### src/rtl/pipeline_pkg.sv
// Shared pipeline definitions for the write-back slice.
//   LS_*       : load-size encodings carried down the pipe (2'b11 is reserved, treated as word)
//   DATA_W     : datapath width (32 only)
//   REG_ADDR_W : register index width
//   mem_wb_t   : packed MEM/WB pipeline register bundle
package pipeline_pkg;

    localparam int DATA_W     = 32;
    localparam int REG_ADDR_W = 5;

    localparam logic [1:0] LS_WORD = 2'b00;
    localparam logic [1:0] LS_HALF = 2'b01;
    localparam logic [1:0] LS_BYTE = 2'b10;

    typedef struct packed {
        logic                  valid;
        logic                  regWrite;
        logic                  memToReg;
        logic [1:0]            loadSize;
        logic                  loadUnsigned;
        logic [DATA_W-1:0]     aluResult;
        logic [DATA_W-1:0]     memData;
        logic [REG_ADDR_W-1:0] rd;
    } mem_wb_t;

endpackage

### src/rtl/wb_load_align.sv
// Sub-word load alignment and extension (purely combinational).
//   rawWord    : 32-bit word read from data memory
//   addr       : low byte-address bits of the load
//   loadSize   : LS_WORD / LS_HALF / LS_BYTE (reserved code behaves as word)
//   isUnsigned : 1 = zero-extend, 0 = sign-extend
//   data       : aligned, extended result
module wb_load_align
    import pipeline_pkg::*;
(
    input  logic [31:0] rawWord,
    input  logic [1:0]  addr,
    input  logic [1:0]  loadSize,
    input  logic        isUnsigned,
    output logic [31:0] data
);

    logic [7:0]  byteLane;
    logic [15:0] halfLane;
    logic        byteSign;
    logic        halfSign;

    // Little-endian lanes; addr[0] is ignored for halfwords (no misalignment trap).
    assign byteLane = rawWord[8*addr +: 8];
    assign halfLane = rawWord[16*addr[1] +: 16];
    assign byteSign = ~isUnsigned & byteLane[7];
    assign halfSign = ~isUnsigned & halfLane[15];

    always_comb begin
        data = rawWord;
        case (loadSize)
            LS_BYTE: data = {{24{byteSign}}, byteLane};
            LS_HALF: data = {{16{halfSign}}, halfLane};
            default: data = rawWord;
        endcase
    end

endmodule

### src/rtl/stage_wb.sv
// Write-back stage: MEM/WB register, load-data/ALU select, register-file write port.
// Optional retire counter enabled by defining STAGE_WB_RETIRE_CNT_EN.
//   clk, reset        : clock, synchronous active-high reset
//   stall / flush     : hold the register / insert a bubble (reset > flush > stall)
//   in_*              : MEM stage outputs captured into MEM/WB
//   wb_rd/wb_data/wb_we : register-file write port, driven only from registered state
//   fwd_valid         : forwarding source qualifier (same as wb_we)
//   retire_count      : retired-instruction count (optional)
module stage_wb #(
    parameter int DATA_W     = pipeline_pkg::DATA_W,
    parameter int REG_ADDR_W = pipeline_pkg::REG_ADDR_W
`ifdef STAGE_WB_RETIRE_CNT_EN
    , parameter int CNT_W    = 32
`endif
) (
    input  logic                  clk,
    input  logic                  reset,
    input  logic                  stall,
    input  logic                  flush,
    input  logic                  in_valid,
    input  logic                  in_reg_write,
    input  logic                  in_mem_to_reg,
    input  logic [1:0]            in_load_size,
    input  logic                  in_load_unsigned,
    input  logic [DATA_W-1:0]     in_alu_result,
    input  logic [DATA_W-1:0]     in_mem_data,
    input  logic [REG_ADDR_W-1:0] in_rd,
    output logic [REG_ADDR_W-1:0] wb_rd,
    output logic [DATA_W-1:0]     wb_data,
    output logic                  wb_we,
    output logic                  fwd_valid
`ifdef STAGE_WB_RETIRE_CNT_EN
    , output logic [CNT_W-1:0]    retire_count
`endif
);

    import pipeline_pkg::*;

    mem_wb_t     memWb;
    logic [31:0] loadData;

    always_ff @(posedge clk) begin
        if (reset) begin
            memWb <= '0;
        end else if (flush) begin
            // Bubble: only the qualifiers matter, payload is left as-is.
            memWb.valid    <= 1'b0;
            memWb.regWrite <= 1'b0;
        end else if (!stall) begin
            memWb.valid        <= in_valid;
            memWb.regWrite     <= in_reg_write;
            memWb.memToReg     <= in_mem_to_reg;
            memWb.loadSize     <= in_load_size;
            memWb.loadUnsigned <= in_load_unsigned;
            memWb.aluResult    <= in_alu_result;
            memWb.memData      <= in_mem_data;
            memWb.rd           <= in_rd;
        end
    end

    wb_load_align uAlign (
        .rawWord    (memWb.memData),
        .addr       (memWb.aluResult[1:0]),
        .loadSize   (memWb.loadSize),
        .isUnsigned (memWb.loadUnsigned),
        .data       (loadData)
    );

    assign wb_rd     = memWb.rd;
    assign wb_data   = memWb.memToReg ? loadData : memWb.aluResult;
    // $0 is hardwired; never issue a write to it.
    assign wb_we     = memWb.valid & memWb.regWrite & (memWb.rd != '0);
    assign fwd_valid = wb_we;

`ifdef STAGE_WB_RETIRE_CNT_EN
    logic [CNT_W-1:0] retireCnt;

    // An instruction retires on the edge it leaves MEM/WB; a stalled one is
    // counted later when it finally moves on, so each counts exactly once.
    always_ff @(posedge clk) begin
        if (reset)
            retireCnt <= '0;
        else if (memWb.valid && !stall)
            retireCnt <= retireCnt + CNT_W'(1);
    end

    assign retire_count = retireCnt;
`endif

endmodule

### config.mk
export PLATFORM = sky130hd
export DESIGN_NAME = stage_wb
export DESIGN_NICKNAME = d
export VERILOG_FILES = /design/src/rtl/pipeline_pkg.sv /design/src/rtl/wb_load_align.sv /design/src/rtl/stage_wb.sv
export SDC_FILE = /design/constraint.sdc
export NUM_CORES = 1
export LEC_CHECK = 0
export CAP_MARGIN = 15
export CORE_MARGIN = 3
export CORE_UTILIZATION = 50
export DETAILED_ROUTE_END_ITERATION = 10
export PLACE_DENSITY = 0.83
export SLEW_MARGIN = 10
export SYNTH_ARGS = -nofsm -noshare
export SYNTH_HDL_FRONTEND = slang
export SYNTH_HIERARCHICAL = 1
export SYNTH_SLANG_ARGS = --single-unit
### constraint.sdc
create_clock -name clk -period 4.3 [get_ports clk]
set_input_delay 0.86 -clock clk [delete_from_list [all_inputs] [get_ports clk]]
set_output_delay 0.86 -clock clk [all_outputs]
set_load 0.01 [all_outputs]
### After elaboration in Yosys (flattened, before gate mapping)

Cells that the tools add are included.

| word-level totals | value |
|---|---|
| register bits | 75 |
| input bits | 79 |
| output and inout bits | 39 |
| logic and storage cells | 24 |

| cells by class | value |
|---|---|
| equal/unequal tests | 2 |
| shift-type cells | 2 |
| mux-type cells | 2 |
| bitwise gates (word level) | 7 |
| reductions and logical operators | 3 |

Operators with widths:

| cell | count |
|---|---|
| case mux 32 bit (2 select lines) | 1 |
| two-way mux 32 bit | 1 |
| indexed part select 32 x 6 -> 16 bit | 1 |
| indexed part select 32 x 6 -> 8 bit | 1 |
| nonzero test 5 bit | 1 |
| bitwise AND 1 bit | 4 |
| inverter 1 bit | 3 |
| equality test 2 x 1 -> 1 bit (second input constant) | 1 |
| equality test 2 bit (second input constant) | 1 |
| AND reduction 2 bit | 1 |
| OR reduction 2 bit | 1 |

### Longest topological paths before layout

Gate-level depths: netlist of run 1.

| logic depth | value |
|---|---|
| word-level depth | 4 |
| gate-level depth with buffers | 9 |
| depth with buffers taken out | 7 |

### Cells and area by module

Netlist of run 1, hierarchy kept.

Modules (own cells, without submodules):

| module | times used | cells an instance | area each (um2) | sequential area each (um2) |
|---|---|---|---|---|
| stage_wb | 1 | 382 | 3564.7 | 1501.4 |
| wb_load_align | 1 | 108 | 669.4 | 0.0 |

### Least setup slack after synthesis of run 1

OpenSTA, ideal clock, no wires.

| timing path | value |
|---|---|
| path type | reg2out |
| start | register memWb[71] (netlist name) |
| end | output port wb_data[0] |
| data arrival time | 1.781 ns |
| data required time | 3.440 ns |
| path slack | 1.659 ns |
| stages on the path, launching flop included | 9 |
| path buffers | 2 |
| cell sequence | dfxtp_1 > inv_1 > ha_1 > buf_2 > or2_2 > clkbuf_1 > a21o_1 > o2bb2ai_1 > mux2_2 |

| on the way | value |
|---|---|
| cells in the longest elaborated chain, start to end | 3 |
| elaborated cells between the ends (all ways) | 4 |
| classes of those cells | 2 x eq/ne; 2 x mux |

Ends and longest elaborated chain:

| what | RTL line | text |
|---|---|---|
| equality test 2 x 1 -> 1 bit / equality test 2 bit (equally long branches) | wb_load_align.sv:30 | `case (loadSize)` |
| case mux 32 bit (2 select lines) * | wb_load_align.sv:30 |  |
| named net loadData[0] | stage_wb.sv:40 | `logic [31:0] loadData;` |
| two-way mux 32 bit * | stage_wb.sv:70 | `assign wb_data = memWb.memToReg ? loadData : memWb.aluResult;` |
| end, declared | stage_wb.sv:29 | `output logic [DATA_W-1:0] wb_data,` |

Mark *: on every way through the listed nets, which the timed path passes. The rest lies on a longest branch.

### Worst setup path in the final report of run 1

| timing path | value |
|---|---|
| start | register memWb[70] (netlist name) |
| end | output port wb_data[26] |

| on the way | value |
|---|---|
| cells in the longest elaborated chain, start to end | 3 |
| elaborated cells between the ends (all ways) | 4 |
| classes of those cells | 2 x eq/ne; 2 x mux |

Ends and longest elaborated chain:

| what | RTL line |
|---|---|
| equality test 2 x 1 -> 1 bit / equality test 2 bit (equally long branches) | wb_load_align.sv:30 |
| case mux 32 bit (2 select lines) * | wb_load_align.sv:30 |
| named net loadData[26] | stage_wb.sv:40 |
| two-way mux 32 bit * | stage_wb.sv:70 |

Marked as above.

==> results of run 1 <==
[path summary, 6_finish.rpt]
kind | end | start | slack (ns)
max | wb_data[26] | memWb[70] | 0.59
max reg2reg | memWb[72] | memWb[72] | 3.15
min | memWb[42] | memWb[42] | 0.48
min reg2reg | memWb[42] | memWb[42] | 0.48
[power by group through the flow]
stage,clock (mW),sequential [mW],combinational (mW)
finish,0.615,0.750,0.302
global route,0.651,0.754,0.328
CTS,0.621,0.750,0.301
detailed placement,0,0.766,0.299
global placement,0,0.765,0.292
floorplan,0,0.754,0.179
[cell families after synthesis]
| family | count (synthesis) |
|---|---|
| compound gates | 181 |
| simple gates | 123 |
| flops | 75 |
| buf+inv | 66 |
| mux | 43 |
| fa+ha+maj | 2 |
[critical path: stages (launching register included)]
cell,delay (ns)
dfxtp_1,0.35
inv_1,0.05
ha_1,0.81
nor2_1,0.16
o21ai_4,0.23
nand2_1,0.12
mux2_2,0.30
clkdlybuf4s50_1,0.48
[state kept, by name (all words and copies together), names as in the netlist]
| signal | cells |
|---|---|
| memWb | 70 |
| wb_rd | 5 |
[metrics by stage]
step | area (sq um) | setup WS, ns
floorplan | 4230 | 1.66
global placement | 5230 | 1.09
detailed placement | 5230 | 1.01
CTS | 5460 | 0.622
global route | 5460 | 0.440
finish | 5460 | 0.595
[per-layer routing]
layer	part of all wire, %	global-route usage, %
met4	2.3	8.52
met3	6.9	5.00
met5	0	0
met2	49	38.1
met1	42	30.2
[cell type report]
cell class / count / area share [%]
Clock buffer: 11 / 2.78
Clock inverter: 4 / 1.35
Inverter: 4 / 0.275
Multi-Input combinational cell: 349 / 43.4
Sequential cell: 75 / 27.5
Tap cell: 102 / 2.34
Timing Repair Buffer: 123 / 22.3
[layout by cell type, fill, tap and decap left out, types with 2 or more instances in the layout]
cell type and instances:
a21oi_1 89, a32oi_1 7, and2_1 2, buf_4 7
bufinv_16 2, clkbuf_8 11, clkdlybuf4s50_1 114, dfxtp_1 75
ha_1 2, inv_1 4, mux2_2 40, mux2i_1 2
nand2_1 32, nor2_1 2, nor2b_1 9, nor3_1 2
o21ai_0 53, o21ai_1 20, o2bb2ai_1 7, or3b_1 73
==> impl_metrics.yaml, run 1 <==
status:
  status: "finished, final reports clean"
worst_hold_path:
  hold_depth: 2
  hold_path_class: "reg2reg"
layout:
  regArea_sq_um: 1500
  multi_input_area_sq_um: 2370
  nFillCells: 663
  post-route-util_pct: 68.5
  syn_to_final_growth_pct: 28.8
  drive_above_1_share_pct: 12.0
  nets: 643
  final-instance-count-excl-fill: 668
  num_antenna_cells: 0
floorplanning:
  row_count: 32
  core_sq_um: 7970
  start_util_pct: 53.1
  dieWidth_um: 98.0
  die-area_sq_um: 9610
  die_y_um: 98.0
  boundaryPins: 118
synth:
  synth_simple_gate_area_share_pct: 20.4
  yosys_warnings: 6
  syn_area_per_cell_sq_um: 8.64
  seq_area_frac_synth_pct: 35.5
  yosys-top-cells-count: "89 x a21oi_1, 75 x dfxtp_1, 73 x or3b_1, 53 x o21ai_0, 40 x mux2_2"
  synth-seq-cells: 75
  synth_compound_area_share_pct: 23.4
  synth.cell_area_sq_um: 4230
  synth_xor_area_share_pct: 0
  post-synth-top-count-cell: "a21oi_1"
  synth.mux.area_fraction_pct: 11.5
  synth_edf_count: 0
  async_reset_ff_share_pct: 0
  ys_types: 30
  synth_nets: 571
  netlist.area_leader.share_pct: 35.5
  ys.flop_type: "dfxtp_1"
  synth_top_family_by_area: "compound AO/OA/AOI/OAI gates"
  syn_inst: 490
  synth_top_area_cell: "dfxtp_1"
  synth_area_leaders: "dfxtp_1 35%, or3b_1 15%, mux2_2 11%"
  synthAdderAreaFrac_pct: 0.591
clocking:
  post-cts-setup-buffer-count: 0
  insertion_delay_ns: 0.35
  ctsResizeCount: 0
  cts.sinks: 75
  cts-htree-levels: 3
  clock_path_buffers: 2
  cts_made_buffers: 9
  clk_pin_slew_ns: 0.08
  root_buffer: "clkbuf_8"
  cts_tree: "built"
  cts_hold_buf: 0
global_routing:
  antenna_found_initial: 0
  grt_pass1_wl_mm: 18.3
  grt_usage_pct: 23.3
  grt-ovfl-total: 0
  grt_pass1_vias: 3620
  grt_start_max_net_pins: 149
pwr:
  powerDensity_nw_per_um2: 306
  pwr-share-comb_pct: 18.1
  p_int_mw: 1.25
  switching_power_mw: 0.417
  power.total_mw: 1.67
  static-leakage-power_nw: 2.02
  clockPowerShare_pct: 36.9
  switching_share_pct: 25.0
  ir_drop_mv: 0.229
  seqPwrFrac_pct: 45.0
sta:
  max_freq_mhz: 270
  worstMarginPinSlew_ns: 1.14
  grt_setup_unrepaired: "no"
  slew_headroom_pct: 24.0
  whs_ns: 0.484
  period_needed_ns: 3.71
  slew_violations: 0
  period_share_pct: 86.2
  skew_ns: 0
  timing_hold_violations_final: 0
  setup_viol: 0
  fin_tns_setup_ns: 0
placement:
  port_buffers: 117
  place_congestion: 0.903
  place_inst: 653
  dpl.hpwl_mm: 8.03
drt:
  antenna_left: 0
  dr_total_vias: 3845
  drt_iter0_markers: 226
  viasPerCell: 5.76
  wire_per_inst_um: 17.2
  drtPass1Iterations: 5
  wirelength_mm: 11.5
  drc: 0
worst_setup_path:
  crit_type: "reg2out"
  startpoint_type: "register"
  end_kind: "output port"
  crit_fanout: 26
  reg2reg_depth: 2
  cp.required_ns: 3.44
  arrival_ns: 2.85
job:
  maxCapViolations: 0
No activity file was read; power rests on OpenSTA's default activity.
==> run 2, diff against run 1 <==
--- a/config.mk
+++ b/config.mk
@@ -9,6 +9,7 @@
 export CORE_MARGIN = 3
 export CORE_UTILIZATION = 50
 export DETAILED_ROUTE_END_ITERATION = 10
+export GPL_ROUTABILITY_DRIVEN = 1
 export PLACE_DENSITY = 0.83
 export SLEW_MARGIN = 10
 export SYNTH_ARGS = -nofsm -noshare
==> results of run 2 <==
Same layout as run 1: the final DEF is identical, and so are final timing and power.
